[config.mk]
export PLATFORM = sky130hd
export DESIGN_NAME = scaler_h_mc_flat
export DESIGN_NICKNAME = d
export VERILOG_FILES = /design/src/rtl/scaler_pkg.sv /design/src/rtl/scaler_h_mc_if.sv /design/src/rtl/scaler_h_mc_mac.sv /design/src/rtl/scaler_h_mc.sv /design/src/flat_wrapper.sv
export SDC_FILE = /design/constraint.sdc
export NUM_CORES = 1
export LEC_CHECK = 0
export ABC_AREA = 1
export CAP_MARGIN = 20
export CORE_MARGIN = 2
export CORE_UTILIZATION = 45
export CTS_CLUSTER_SIZE = 24
export DETAILED_ROUTE_END_ITERATION = 8
export GPL_ROUTABILITY_DRIVEN = 0
export PLACE_DENSITY = 0.61
export RECOVER_POWER = 100
export SLEW_MARGIN = 40
export SYNTH_ARGS = -nofsm -noshare
export SYNTH_HDL_FRONTEND = slang
export SYNTH_SLANG_ARGS = --single-unit
[constraint.sdc]
create_clock -name clk -period 9.5 [get_ports clk]
set_input_delay 1.9 -clock clk [delete_from_list [all_inputs] [get_ports clk]]
set_output_delay 1.9 -clock clk [all_outputs]
set_load 0.02 [all_outputs]
[src/rtl/scaler_pkg.sv]
// Shared types and constants for the multi-channel horizontal scaler.
// FRAC derives from the fixed-point unit; LAT is the de_i to de_o depth.
package scaler_pkg;

    typedef enum logic {
        SCL_LINEAR  = 1'b0,
        SCL_NEAREST = 1'b1
    } mode_e;

    localparam int LAT = 3;

    function automatic int frac_bits(input int pixel_step);
        return $clog2(pixel_step);
    endfunction

endpackage

[src/rtl/scaler_h_mc_if.sv]
// Video stream bundle: packed pixel plus de/hs/vs timing strobes.
// master drives the stream, slave consumes it.
interface scaler_h_mc_if #(
    parameter int W = 24
);
    logic [W-1:0] pix;
    logic         de;
    logic         hs;
    logic         vs;

    modport master (output pix, de, hs, vs);
    modport slave  (input  pix, de, hs, vs);
endinterface

[src/rtl/scaler_h_mc_mac.sv]
// One channel of the 2-tap blend: S1 multiply, S2 add/round/saturate.
// Latency 2 clk; no backpressure, registers load only on their stage enable.
module scaler_h_mc_mac
    import scaler_pkg::*;
#(
    parameter int PIXEL_WIDTH = 8,
    parameter int COE_WIDTH   = 8,
    parameter int PIXEL_STEP  = 128
) (
    input  logic                   clk,
    input  logic                   rst_n,
    input  logic                   en_mul,
    input  logic                   en_add,
    input  logic [PIXEL_WIDTH-1:0] cur,
    input  logic [PIXEL_WIDTH-1:0] prev,
    input  logic [COE_WIDTH-1:0]   coe_cur,
    input  logic [COE_WIDTH-1:0]   coe_prev,
    output logic [PIXEL_WIDTH-1:0] res
);
    localparam int FRAC = frac_bits(PIXEL_STEP);
    localparam int P_W  = PIXEL_WIDTH + COE_WIDTH;
    localparam int S_W  = P_W + 1;
    localparam logic [S_W-1:0] ROUND   = S_W'(PIXEL_STEP / 2);
    localparam logic [S_W-1:0] PIX_MAX = S_W'((2 ** PIXEL_WIDTH) - 1);

    logic [P_W-1:0] prod_c;
    logic [P_W-1:0] prod_p;
    logic [S_W-1:0] sum;
    logic [S_W-1:0] scaled;

    assign sum    = S_W'(prod_c) + S_W'(prod_p) + ROUND;
    assign scaled = sum >> FRAC;

    always_ff @(posedge clk or negedge rst_n) begin
        if (!rst_n) begin
            prod_c <= '0;
            prod_p <= '0;
            res    <= '0;
        end else begin
            if (en_mul) begin
                prod_c <= P_W'(cur)  * P_W'(coe_cur);
                prod_p <= P_W'(prev) * P_W'(coe_prev);
            end
            // Weights sum to PIXEL_STEP so overflow is impossible; clamp anyway.
            if (en_add) begin
                res <= (scaled > PIX_MAX) ? PIX_MAX[PIXEL_WIDTH-1:0] : scaled[PIXEL_WIDTH-1:0];
            end
        end
    end

endmodule

[src/rtl/scaler_h_mc.sv]
// Multi-channel horizontal downscaler (linear or nearest), ratio step/PIXEL_STEP >= 1.
// Latency 3 clk de_i->de_o; pure streaming, no backpressure, <=1 output per input.
module scaler_h_mc
    import scaler_pkg::*;
#(
    parameter int CH          = 3,
    parameter int PIXEL_WIDTH = 8,
    parameter int PIXEL_STEP  = 128,
    parameter int COE_WIDTH   = 8,
    parameter int LINE_W_MAX  = 4096
) (
    input  logic                         clk,
    input  logic                         rst_n,
    input  logic [15:0]                  scale_step_h,
    input  logic                         mode_i,
    scaler_h_mc_if.slave                 vin,
    scaler_h_mc_if.master                vout,
    output logic [$clog2(LINE_W_MAX):0]  out_width_o
);
    localparam int FRAC  = frac_bits(PIXEL_STEP);
    localparam int IDX_W = $clog2(LINE_W_MAX) + 1;
    localparam int TGT_W = IDX_W + FRAC;
    localparam int PIX_W = CH * PIXEL_WIDTH;
    localparam logic [COE_WIDTH-1:0] COE_ONE = COE_WIDTH'(PIXEL_STEP);

    logic [15:0]      step_q;
    mode_e            mode_q;
    logic             line_act;
    logic [TGT_W-1:0] tgt;
    logic [IDX_W-1:0] idx;
    logic [IDX_W-1:0] out_cnt;
    logic [PIX_W-1:0] prev;

    logic [IDX_W-1:0] tgt_int;
    logic [FRAC-1:0]  tgt_frac;
    logic             take, hit_exact, hit_frac, hit;
    logic [COE_WIDTH-1:0] cc, cp;

    logic             s0_vld, s1_vld, de_q;
    logic [PIX_W-1:0] s0_cur, s0_prev;
    logic [COE_WIDTH-1:0] s0_cc, s0_cp;
    logic [LAT-1:0]   hs_d, vs_d;
    logic [PIX_W-1:0] res;

    // Ratio and mode only move during vertical blanking.
    always_ff @(posedge clk or negedge rst_n) begin
        if (!rst_n) begin
            step_q <= 16'(PIXEL_STEP);
            mode_q <= SCL_LINEAR;
        end else if (vin.vs) begin
            step_q <= (scale_step_h < 16'(PIXEL_STEP)) ? 16'(PIXEL_STEP) : scale_step_h;
            mode_q <= mode_e'(mode_i);
        end
    end

    assign tgt_int   = tgt[TGT_W-1:FRAC];
    assign tgt_frac  = tgt[FRAC-1:0];
    assign take      = vin.de && line_act && !vin.hs;
    assign hit_exact = (tgt == {idx, {FRAC{1'b0}}});
    assign hit_frac  = (idx != '0) && (tgt_int == idx - IDX_W'(1)) && (tgt_frac != '0);
    assign hit       = take && (hit_exact || hit_frac);

    always_comb begin
        cc = COE_ONE;
        cp = '0;
        if (!hit_exact) begin
            if (mode_q == SCL_LINEAR) begin
                cc = COE_WIDTH'(tgt_frac);
                cp = COE_ONE - COE_WIDTH'(tgt_frac);
            end else if (tgt_frac < FRAC'(PIXEL_STEP / 2)) begin
                cc = '0;
                cp = COE_ONE;
            end
        end
    end

    // line_act keeps a mid-line reset from emitting until the next hs_i.
    always_ff @(posedge clk or negedge rst_n) begin
        if (!rst_n) begin
            line_act    <= 1'b0;
            tgt         <= '0;
            idx         <= '0;
            out_cnt     <= '0;
            out_width_o <= '0;
            prev        <= '0;
        end else if (vin.hs) begin
            line_act    <= 1'b1;
            tgt         <= '0;
            idx         <= '0;
            out_width_o <= out_cnt;
            out_cnt     <= '0;
        end else if (take) begin
            idx  <= idx + IDX_W'(1);
            prev <= vin.pix;
            if (hit) begin
                tgt     <= tgt + TGT_W'(step_q);
                out_cnt <= out_cnt + IDX_W'(1);
            end
        end
    end

    always_ff @(posedge clk or negedge rst_n) begin
        if (!rst_n) begin
            s0_vld  <= 1'b0;
            s1_vld  <= 1'b0;
            de_q    <= 1'b0;
            s0_cur  <= '0;
            s0_prev <= '0;
            s0_cc   <= '0;
            s0_cp   <= '0;
            hs_d    <= '0;
            vs_d    <= '0;
        end else begin
            s0_vld <= hit;
            s1_vld <= s0_vld;
            de_q   <= s1_vld;
            hs_d   <= {hs_d[LAT-2:0], vin.hs};
            vs_d   <= {vs_d[LAT-2:0], vin.vs};
            if (hit) begin
                s0_cur  <= vin.pix;
                s0_prev <= prev;
                s0_cc   <= cc;
                s0_cp   <= cp;
            end
        end
    end

    for (genvar c = 0; c < CH; c++) begin : g_ch
        scaler_h_mc_mac #(
            .PIXEL_WIDTH (PIXEL_WIDTH),
            .COE_WIDTH   (COE_WIDTH),
            .PIXEL_STEP  (PIXEL_STEP)
        ) u_mac (
            .clk      (clk),
            .rst_n    (rst_n),
            .en_mul   (s0_vld),
            .en_add   (s1_vld),
            .cur      (s0_cur[c*PIXEL_WIDTH +: PIXEL_WIDTH]),
            .prev     (s0_prev[c*PIXEL_WIDTH +: PIXEL_WIDTH]),
            .coe_cur  (s0_cc),
            .coe_prev (s0_cp),
            .res      (res[c*PIXEL_WIDTH +: PIXEL_WIDTH])
        );
    end

    assign vout.pix = res;
    assign vout.de  = de_q;
    assign vout.hs  = hs_d[LAT-1];
    assign vout.vs  = vs_d[LAT-1];

endmodule

[src/flat_wrapper.sv]
// flat-port wrapper written by rule: the top's interface ports become plain ports
module scaler_h_mc_flat import scaler_pkg::*;
#(
    parameter int CH          = 3,
    parameter int PIXEL_WIDTH = 8,
    parameter int PIXEL_STEP  = 128,
    parameter int COE_WIDTH   = 8,
    parameter int LINE_W_MAX  = 4096
)
  (clk, rst_n, scale_step_h, mode_i, out_width_o, vin_pix, vin_de, vin_hs, vin_vs, vout_pix, vout_de, vout_hs, vout_vs);
  scaler_h_mc_if #(.W(CH*(8))) vin_i ();
  scaler_h_mc_if #(.W(CH*(8))) vout_i ();
  input  logic clk;
  input  logic rst_n;
  input  logic [15:0] scale_step_h;
  input  logic mode_i;
  output logic [$clog2(LINE_W_MAX):0] out_width_o;
  input wire logic [$bits(vin_i.pix)-1:0] vin_pix;
  input wire logic [$bits(vin_i.de)-1:0] vin_de;
  input wire logic [$bits(vin_i.hs)-1:0] vin_hs;
  input wire logic [$bits(vin_i.vs)-1:0] vin_vs;
  output wire logic [$bits(vout_i.pix)-1:0] vout_pix;
  output wire logic [$bits(vout_i.de)-1:0] vout_de;
  output wire logic [$bits(vout_i.hs)-1:0] vout_hs;
  output wire logic [$bits(vout_i.vs)-1:0] vout_vs;
  assign vin_i.pix = vin_pix;
  assign vin_i.de = vin_de;
  assign vin_i.hs = vin_hs;
  assign vin_i.vs = vin_vs;
  assign vout_pix = vout_i.pix;
  assign vout_de = vout_i.de;
  assign vout_hs = vout_i.hs;
  assign vout_vs = vout_i.vs;
  scaler_h_mc #(.CH(CH), .PIXEL_WIDTH(PIXEL_WIDTH), .PIXEL_STEP(PIXEL_STEP), .COE_WIDTH(COE_WIDTH), .LINE_W_MAX(LINE_W_MAX)) u_core (.clk(clk), .rst_n(rst_n), .scale_step_h(scale_step_h), .mode_i(mode_i), .vin(vin_i), .vout(vout_i), .out_width_o(out_width_o));
endmodule
==> key figures, run 1 <==
Die
  – Number of primary I/O pins: 86
  – Total Die Area: approximately 67000 sq um
  – Core Rows: a little over 90
  – Vert. Die Dim: 259 um
  – Starting Density: 0.455
  – Horiz. Die Dim: about 260 um
  – CORE AREA: 64300 sq um

CTS
  – Resize count post-CTS: 0
  – TritonCTS clock tree: built
  – CTS Buffer Depth: 3
  – Clock insertion delay at the later pin of the skew report: between 0.5 and 0.6 ns
  – CTS buffer count: 39
  – CTS clk-pin slew, worst paths: 0.06 ns
  – Post-cts hold buffer count: 0
  – Clock H-tree levels: 2
  – Buffer cell driving the clock tree root: sky130_fd_sc_hd__clkbuf_16
  – Setup fix buffers added after clock tree synthesis: 0
  – Clock sinks: about 300

Synthesis
  – Top cell type by total area after synthesis: sky130_fd_sc_hd__dfrtp_1
  – Most common flop cell mapped by yosys: sky130_fd_sc_hd__dfrtp_1
  – Synthesized area per cell: approximately 7.4 sq um
  – Yosys reg bits: slightly below 300
  – Number of enable flip-flop cells after synthesis: 0
  – Net count after synthesis: 4545
  – Gate Count Post-Synth: 3958
  – Top-area cell type share of the netlist area: 0.250
  – Synth area leaders: sky130_fd_sc_hd__dfrtp_1, sky130_fd_sc_hd__fa_1, sky130_fd_sc_hd__nand2_1
  – Count of unique library cells instantiated by Yosys: 44
  – Fraction of the yosys area taken by sequential cells: 0.250
  – Netlist area before placement: roughly 29000 sq um
  – Count of synthesis-stage warnings from yosys: 0
  – Fraction of registers with async set or reset after synthesis: 1.00

Final layout
  – Final antenna diode count: 0
  – Final standard cell area without fillers: about 32000 sq um
  – Share of cells above drive strength 1: 0.0337
  – Fin nets: around 4.5k
  – Area added between synthesis and finish: 9.52%
  – Number of non-filler instances in the completed layout: ~4.8k

Timing
  – Post-Route Setup TNS: 0 ns
  – Setup repair after global routing missed its margin: no
  – Clock Skew: 0.0158 ns
  – Final critical-path share of the clock period: 0.689
  – Final-report max-slew violation count: 401
  – Max Freq: 153 MHz
  – Final critical delay including setup and external delays: 6.55 ns
  – Final Hold Fails: 0
  – Rel. slew slack: -1.80
  – Slew of the pin with the lowest slew margin: between 4 and 5 ns
  – Setup Viol. Count Final: 0

GRT
  – Overall track demand over capacity in global routing: 0.217
  – Largest net degree at the start of global routing: 129
  – Antenna violations before repair: 2
  – Total overflow reported by the global router: 0
  – Global-route wire length before repair: roughly 120 mm
  – Via count of the first global-routing pass: between 20k and 25k

Run status
  – Violated checks: max-capacitance violations, max-slew violations
  – Outcome: complete, but fails checks

Detailed routing
  – DRC marker count from the first detailed-route iteration: 1352
  – Post-DR vias/cell: 4.94
  – Average wire per standard cell: approximately 15 um
  – Post-Route WL: slightly above 70 mm
  – Remaining DRCs: 0
  – Detailed Routing Iterations Pass 1: 6
  – Number of nets with antenna violations after detailed routing: 0
  – Total number of vias: roughly 24k

Placed design
  – Input/output buffers: 85
  – Placement-stage cell area: a little over 30000 sq um
  – DPL Wire Length: between 50 and 60 mm
  – Total placed cells including tap cells: 4753

Job
  – MaxCap Viol Count: 7

Power
  – Total power density per cell area: 249 nW/um^2
  – Leakage power figure: 19.2 nW
  – Power Total: between 7 and 8 mW
  – Worst IR drop on VDD: 0.207 mV

Setup path
  – Startpoint type of the worst setup path: input port
  – Crit path DAT: 7.01 ns
  – Critical Path RT: around 10 ns
  – CP Class: in -> reg
  – Largest driver fanout on the critical path: 50
  – Sort of element at the end of the critical path: flop

Worst hold path
  – Path type of the worst min-delay path: reg -> reg
[power breakdown]
| part | internal (mW) | switching (mW) |
|---|---|---|
| clock network | 1.04 | 0.617 |
| registers | 1.62 | 0.610 |
| logic | 1.49 | 2.62 |
| total | 4.15 | 3.85 |
[sequential cells by signal (all words and copies together), names as in the netlist, 8 cells and up]
signal                    count
u_core.s0_cp                  8
u_core.g_ch.u_mac.prod_c     48
u_core.out_cnt               13
u_core.g_ch.u_mac.res        24
u_core.idx                   13
u_core.step_q                16
u_core.s0_cur                24
u_core.prev                  24
u_core.tgt                   20
u_core.g_ch.u_mac.prod_p     48
u_core.out_width_o           13
u_core.s0_prev               24
[synthesized netlist by cell type (3+ instances only)]
cell type / count
sky130_fd_sc_hd__nand2_1: 1119
sky130_fd_sc_hd__inv_1: 820
sky130_fd_sc_hd__ha_1: 324
sky130_fd_sc_hd__dfrtp_1: 292
sky130_fd_sc_hd__nand3_1: 222
sky130_fd_sc_hd__fa_1: 217
sky130_fd_sc_hd__nor2_1: 176
sky130_fd_sc_hd__o21ai_0: 158
sky130_fd_sc_hd__a21oi_1: 143
sky130_fd_sc_hd__clkbuf_1: 139
sky130_fd_sc_hd__xor2_1: 50
sky130_fd_sc_hd__nand4_1: 47
sky130_fd_sc_hd__nor3_1: 29
sky130_fd_sc_hd__xnor2_1: 27
sky130_fd_sc_hd__or2_2: 26
sky130_fd_sc_hd__a31oi_1: 23
sky130_fd_sc_hd__o21ai_2: 20
sky130_fd_sc_hd__nand3b_1: 18
sky130_fd_sc_hd__o21ai_1: 12
sky130_fd_sc_hd__buf_2: 8
sky130_fd_sc_hd__buf_6: 7
sky130_fd_sc_hd__nand2_2: 7
sky130_fd_sc_hd__o21bai_1: 7
sky130_fd_sc_hd__inv_2: 6
sky130_fd_sc_hd__o21a_1: 6
sky130_fd_sc_hd__o22ai_1: 6
sky130_fd_sc_hd__a211oi_1: 5
sky130_fd_sc_hd__a21boi_0: 5
sky130_fd_sc_hd__a21o_1: 5
sky130_fd_sc_hd__buf_1: 5
sky130_fd_sc_hd__buf_4: 5
sky130_fd_sc_hd__nor4_1: 5
sky130_fd_sc_hd__o211a_1: 4
sky130_fd_sc_hd__nor2_4: 3
sky130_fd_sc_hd__nor3b_1: 3
[cell families after synthesis]
kind of cell | Yosys count | synth area share
AO/OA/AOI/OAI | 397 | 0.0750
XOR/XNOR | 77 | 0.0230
adder cells (fa/ha/maj) | 541 | 0.287
buffers and inverters | 991 | 0.130
flip-flops | 293 | 0.250
AND/OR/NAND/NOR | 1659 | 0.235
[layout by cell type, fill, tap and decap left out, types with 47 or more instances in the layout]
cell type,Yosys,final
sky130_fd_sc_hd__o21ai_0,158,189
sky130_fd_sc_hd__nand2_1,1119,1120
sky130_fd_sc_hd__inv_1,820,819
sky130_fd_sc_hd__ha_1,324,324
sky130_fd_sc_hd__a21oi_1,143,143
sky130_fd_sc_hd__xor2_1,50,50
sky130_fd_sc_hd__fa_1,217,217
sky130_fd_sc_hd__dfrtp_1,292,284
sky130_fd_sc_hd__nor2_1,176,175
sky130_fd_sc_hd__nand4_1,47,47
sky130_fd_sc_hd__nand3_1,222,222
[area by class of cell]
| class | instances | area, sq um |
|---|---|---|
| clock buffers | 52 | 1100 |
| clock inverters | 19 | 347 |
| fillers | 6416 | 32300 |
| inverters | 827 | 3100 |
| multi-input cells | 2674 | 18100 |
| flip-flops and latches | 293 | 7350 |
| well taps | 855 | 1070 |
| repair buffers | 106 | 1020 |
[worst max-delay path, stage by stage]
cell and delay [ns]:
sky130_fd_sc_hd__dlygate4sd3_1 0.53, sky130_fd_sc_hd__clkbuf_1 0.36, sky130_fd_sc_hd__nor2_4 0.20, sky130_fd_sc_hd__clkbuf_1 1.42
sky130_fd_sc_hd__clkbuf_1 1.47, sky130_fd_sc_hd__nand2_2 0.80, sky130_fd_sc_hd__nand2_1 0.22, sky130_fd_sc_hd__nand2_1 0.06
[metrics by stage]
step,worst slack [ns],utilization,hold slack (ns)
after detailed placement,4.55,0.477,0.336
after global placement,4.63,0.477,0.332
after CTS,4.55,0.499,0.348
final,2.95,0.498,0.346
after floorplan,4.99,-,0.331
after global routing,2.41,0.498,0.360
[path summary, 6_finish.rpt]
check | from | end | slack (ns) | depth (start not counted)
setup reg to reg | u_core.s0_cp[0] | u_core.g_ch[0].u_mac.prod_p[13] | 3.58 | 17
max in group asynchronous | rst_n | u_core.g_ch[0].u_mac.prod_c[7] | 4.18 | 2
hold reg to reg | u_core.hs_d[0] | u_core.hs_d[1] | 0.35 | 0
setup / recovery | vin_hs | u_core.s0_cur[20] | 2.95 | 8
hold / removal | u_core.hs_d[0] | u_core.hs_d[1] | 0.35 | 0
min in group asynchronous | rst_n | u_core.g_ch[2].u_mac.res[7] | 2.02 | 1
[routing by layer]
| layer | up-vias | wire length (um) | track usage |
|---|---|---|---|
| li1 | 12130 | - | - |
| met5 | - | 0 | 0 |
| met3 | 78 | 2720 | 0.0260 |
| met4 | 0 | 1230 | 0.0467 |
| met1 | 11249 | 35000 | 0.314 |
| met2 | 378 | 31800 | 0.349 |
No activity file was read; power rests on OpenSTA's default activity.
==> run 2: changes to the inputs <==
--- a/config.mk
+++ b/config.mk
@@ -12,7 +12,7 @@
 export CTS_CLUSTER_SIZE = 24
 export DETAILED_ROUTE_END_ITERATION = 8
 export GPL_ROUTABILITY_DRIVEN = 0
-export PLACE_DENSITY = 0.61
+export PLACE_DENSITY = 0.64
 export RECOVER_POWER = 100
 export SLEW_MARGIN = 40
 export SYNTH_ARGS = -nofsm -noshare
==> constraint.sdc (replaced) <==
create_clock -name clk -period 5.6 [get_ports clk]
set_input_delay 1.12 -clock clk [delete_from_list [all_inputs] [get_ports clk]]
set_output_delay 1.12 -clock clk [all_outputs]
set_load 0.02 [all_outputs]
==> key figures, run 2 (synthesis gave the netlist of run 1 again) <==
Die
  – Core Rows: 93 (unchanged)
  – Horiz. Die Dim: 259 um (unchanged)
  – CORE AREA: 64300 sq um (unchanged)
  – Number of primary I/O pins: 86 (unchanged)
  – Total Die Area: 67100 sq um (unchanged)
  – Starting Density: 0.455 (unchanged)
  – Vert. Die Dim: 259 um (unchanged)

Detailed routing
  – Post-Route WL: 70.3 mm (was 70.8 mm)
  – Average wire per standard cell: 14.6 um (was 14.7 um)
  – Remaining DRCs: 0 (unchanged)
  – Number of nets with antenna violations after detailed routing: 0 (unchanged)
  – Post-DR vias/cell: 4.97 (was 4.94)
  – Detailed Routing Iterations Pass 1: 5 (was 6)
  – DRC marker count from the first detailed-route iteration: 1562 (was 1352)
  – Total number of vias: 24.0k (was 23.8k)

Setup path
  – CP Class: reg -> reg (was in -> reg)
  – Sort of element at the end of the critical path: flop (unchanged)
  – Number of buffers and inverters on the critical path: 4 (unchanged)
  – Slowest cell on the critical path: sky130_fd_sc_hd__dfrtp_1 (was sky130_fd_sc_hd__clkbuf_1)
  – Top cell family by delay on the critical path: adder cells (was buffers and inverters)
  – Largest stage delay on the critical path: 0.66 ns (was 1.47 ns)
  – Worst-case register-to-register setup slack: 0.62 ns (was 3.58 ns)
  – Critical path depth: 17 (was 8)
  – Crit path DAT: 5.46 ns (was 7.01 ns)
  – Largest driver fanout on the critical path: 14 (was 50)
  – Startpoint type of the worst setup path: flop (was input port)
  – R2R depth: 17 (unchanged)
  – Critical Path RT: 6.08 ns (was 9.96 ns)
  – List of cells traversed by the critical path: clkbuf_1, nand2_1, inv_1, fa_1, fa_1, fa_1, inv_1, fa_1, inv_1, ha_1, a21oi_1, a21boi_0, o21ai_0, a21oi_1, or2_2, nand3_1, nand2_1 (was dlygate4sd3_1, clkbuf_1, nor2_4, clkbuf_1, clkbuf_1, nand2_2, nand2_1, nand2_1)
  – Cell occurring most often along the worst timing path: sky130_fd_sc_hd__fa_1 (was sky130_fd_sc_hd__clkbuf_1)

Placed design
  – Total placed cells including tap cells: 4760 (was 4753)
  – DPL Wire Length: 54.9 mm (was 54.7 mm)
  – Input/output buffers: 85 (unchanged)

GRT
  – Antenna violations before repair: 2 (unchanged)
  – Via count of the first global-routing pass: 22.9k (was 23.3k)
  – Global-route wire length before repair: 117 mm (was 119 mm)
  – Largest net degree at the start of global routing: 145 (was 129)
  – Overall track demand over capacity in global routing: 0.212 (was 0.217)
  – Total overflow reported by the global router: 0 (unchanged)

Final layout
  – Number of non-filler instances in the completed layout: 4829 (was 4826)
  – Number of fill cells in the layout: 6388 (was 6416)
  – Highest-count cells in the layout ignoring fill and taps: sky130_fd_sc_hd__nand2_1, sky130_fd_sc_hd__inv_1, sky130_fd_sc_hd__ha_1 (unchanged)
  – Area added between synthesis and finish: 9.11% (was 9.52%)
  – Final design utilization: 0.496 (was 0.498)
  – Most common library cell in the layout ignoring fill and taps: sky130_fd_sc_hd__nand2_1 (unchanged)
  – Share of cells above drive strength 1: 0.0315 (was 0.0337)
  – Final antenna diode count: 0 (unchanged)
  – Area of the multi-input gates: 18100 sq um (about the same)
  – Fin nets: 4533 (was 4528)
  – Leading registers by flop count: u_core.g_ch.u_mac.prod_c x48, u_core.g_ch.u_mac.prod_p x48 (unchanged)
  – Seq. cell area: 7340 sq um (was 7350 sq um)

Timing
  – Setup repair after global routing missed its margin: no (unchanged)
  – Post-Route Setup TNS: 0 ns (unchanged)
  – Setup Viol. Count Final: 0 (unchanged)
  – Final-report max-slew violation count: 294 (was 401)
  – Max Freq: roughly 200 MHz
  – Final critical delay including setup and external delays: around 5.0 ns
  – Slew of the pin with the lowest slew margin: 3.05 ns (was 4.20 ns)
  – Clock Skew: 0.0421 ns (was 0.0158 ns)
  – Rel. slew slack: -1.03 (was -1.80)
  – Final critical-path share of the clock period: 0.889
  – Final Hold Fails: 0 (unchanged)

Job
  – MaxCap Viol Count: 6 (was 7)

CTS
  – Buffer cell driving the clock tree root: sky130_fd_sc_hd__clkbuf_16 (unchanged)
  – Post-cts hold buffer count: 0 (unchanged)
  – CTS buffer count: 37 (was 39)
  – Clock H-tree levels: 2 (unchanged)
  – Resize count post-CTS: 0 (unchanged)
  – Clock sinks: 293 (unchanged)
  – CTS clk-pin slew, worst paths: 0.06 ns (about the same)
  – CTS Buffer Depth: 3 (unchanged)
  – TritonCTS clock tree: built (unchanged)
  – Clock insertion delay at the later pin of the skew report: 0.58 ns (about the same)
  – Setup fix buffers added after clock tree synthesis: 0 (unchanged)

Power
  – Leakage power figure: 19.2 nW (about the same)
  – Total power density per cell area: 417 nW/um^2 (was 249 nW/um^2)
  – Worst IR drop on VDD: 0.244 mV (was 0.207 mV)

Worst hold path
  – Path type of the worst min-delay path: reg -> reg (unchanged)
  – Hold depth: 0 (unchanged)

Run status
  – Violated checks: max-capacitance violations, max-slew violations (unchanged)
  – Outcome: complete, but fails checks (unchanged)
run 2: routing by layer:
| layer | global-route usage | wire [um] | share of wire | vias up |
|---|---|---|---|---|
| li1 | - | - | - | 12135 |
| met1 | 0.305 | 34400 | 0.49 | 11363 |
| met2 | 0.344 | 31900 | 0.45 | 429 |
| met3 | 0.0238 | 2900 | 0.041 | 68 |
| met4 | 0.0445 | 1090 | 0.016 | 2 |
| met5 | 0 | 13 | 0.00018 | - |
run 2: path summary, 6_finish.rpt:
check | to | start
min in group asynchronous | u_core.g_ch[2].u_mac.res[3] | rst_n
hold reg to reg | u_core.vs_d[1] | u_core.vs_d[0]
max in group asynchronous | u_core.s0_cp[3] | rst_n
setup reg to reg | u_core.g_ch[1].u_mac.prod_p[13] | u_core.s0_cp[4]
setup / recovery | u_core.g_ch[1].u_mac.prod_p[13] | u_core.s0_cp[4]
hold / removal | u_core.vs_d[1] | u_core.vs_d[0]
run 2: area by class of cell:
| type | count | share of cell area |
|---|---|---|
| multi-input combinational | 2674 | 0.565 |
| clock inverter | 18 | 0.00877 |
| tap | 855 | 0.0335 |
| clock buffer | 49 | 0.0333 |
| inverter | 827 | 0.0972 |
| sequential | 293 | 0.230 |
| timing repair buffer | 113 | 0.0322 |
run 2: per-stage QoR:
stage | setup WS (ns) | total power [mW] | hold WS, ns | area (sq um)
final | 0.621 | 13.3 | 0.347 | 31900
after CTS | 0.640 | 13.6 | 0.314 | 32100
after detailed placement | 0.701 | 10.9 | 0.335 | 30800
after global routing | 0.287 | 14.1 | 0.356 | 31900
after floorplan | 1.09 | 8.80 | 0.331 | 29300
after global placement | 0.769 | 10.8 | 0.332 | 30700
run 2: power by group:
part	internal, mW	total (mW)	switching [mW]
Sequential	2.74	3.68	0.945
Clock	1.62	2.62	1.00
Combinational	2.53	7.02	4.50
Total	6.89	13.3	6.44
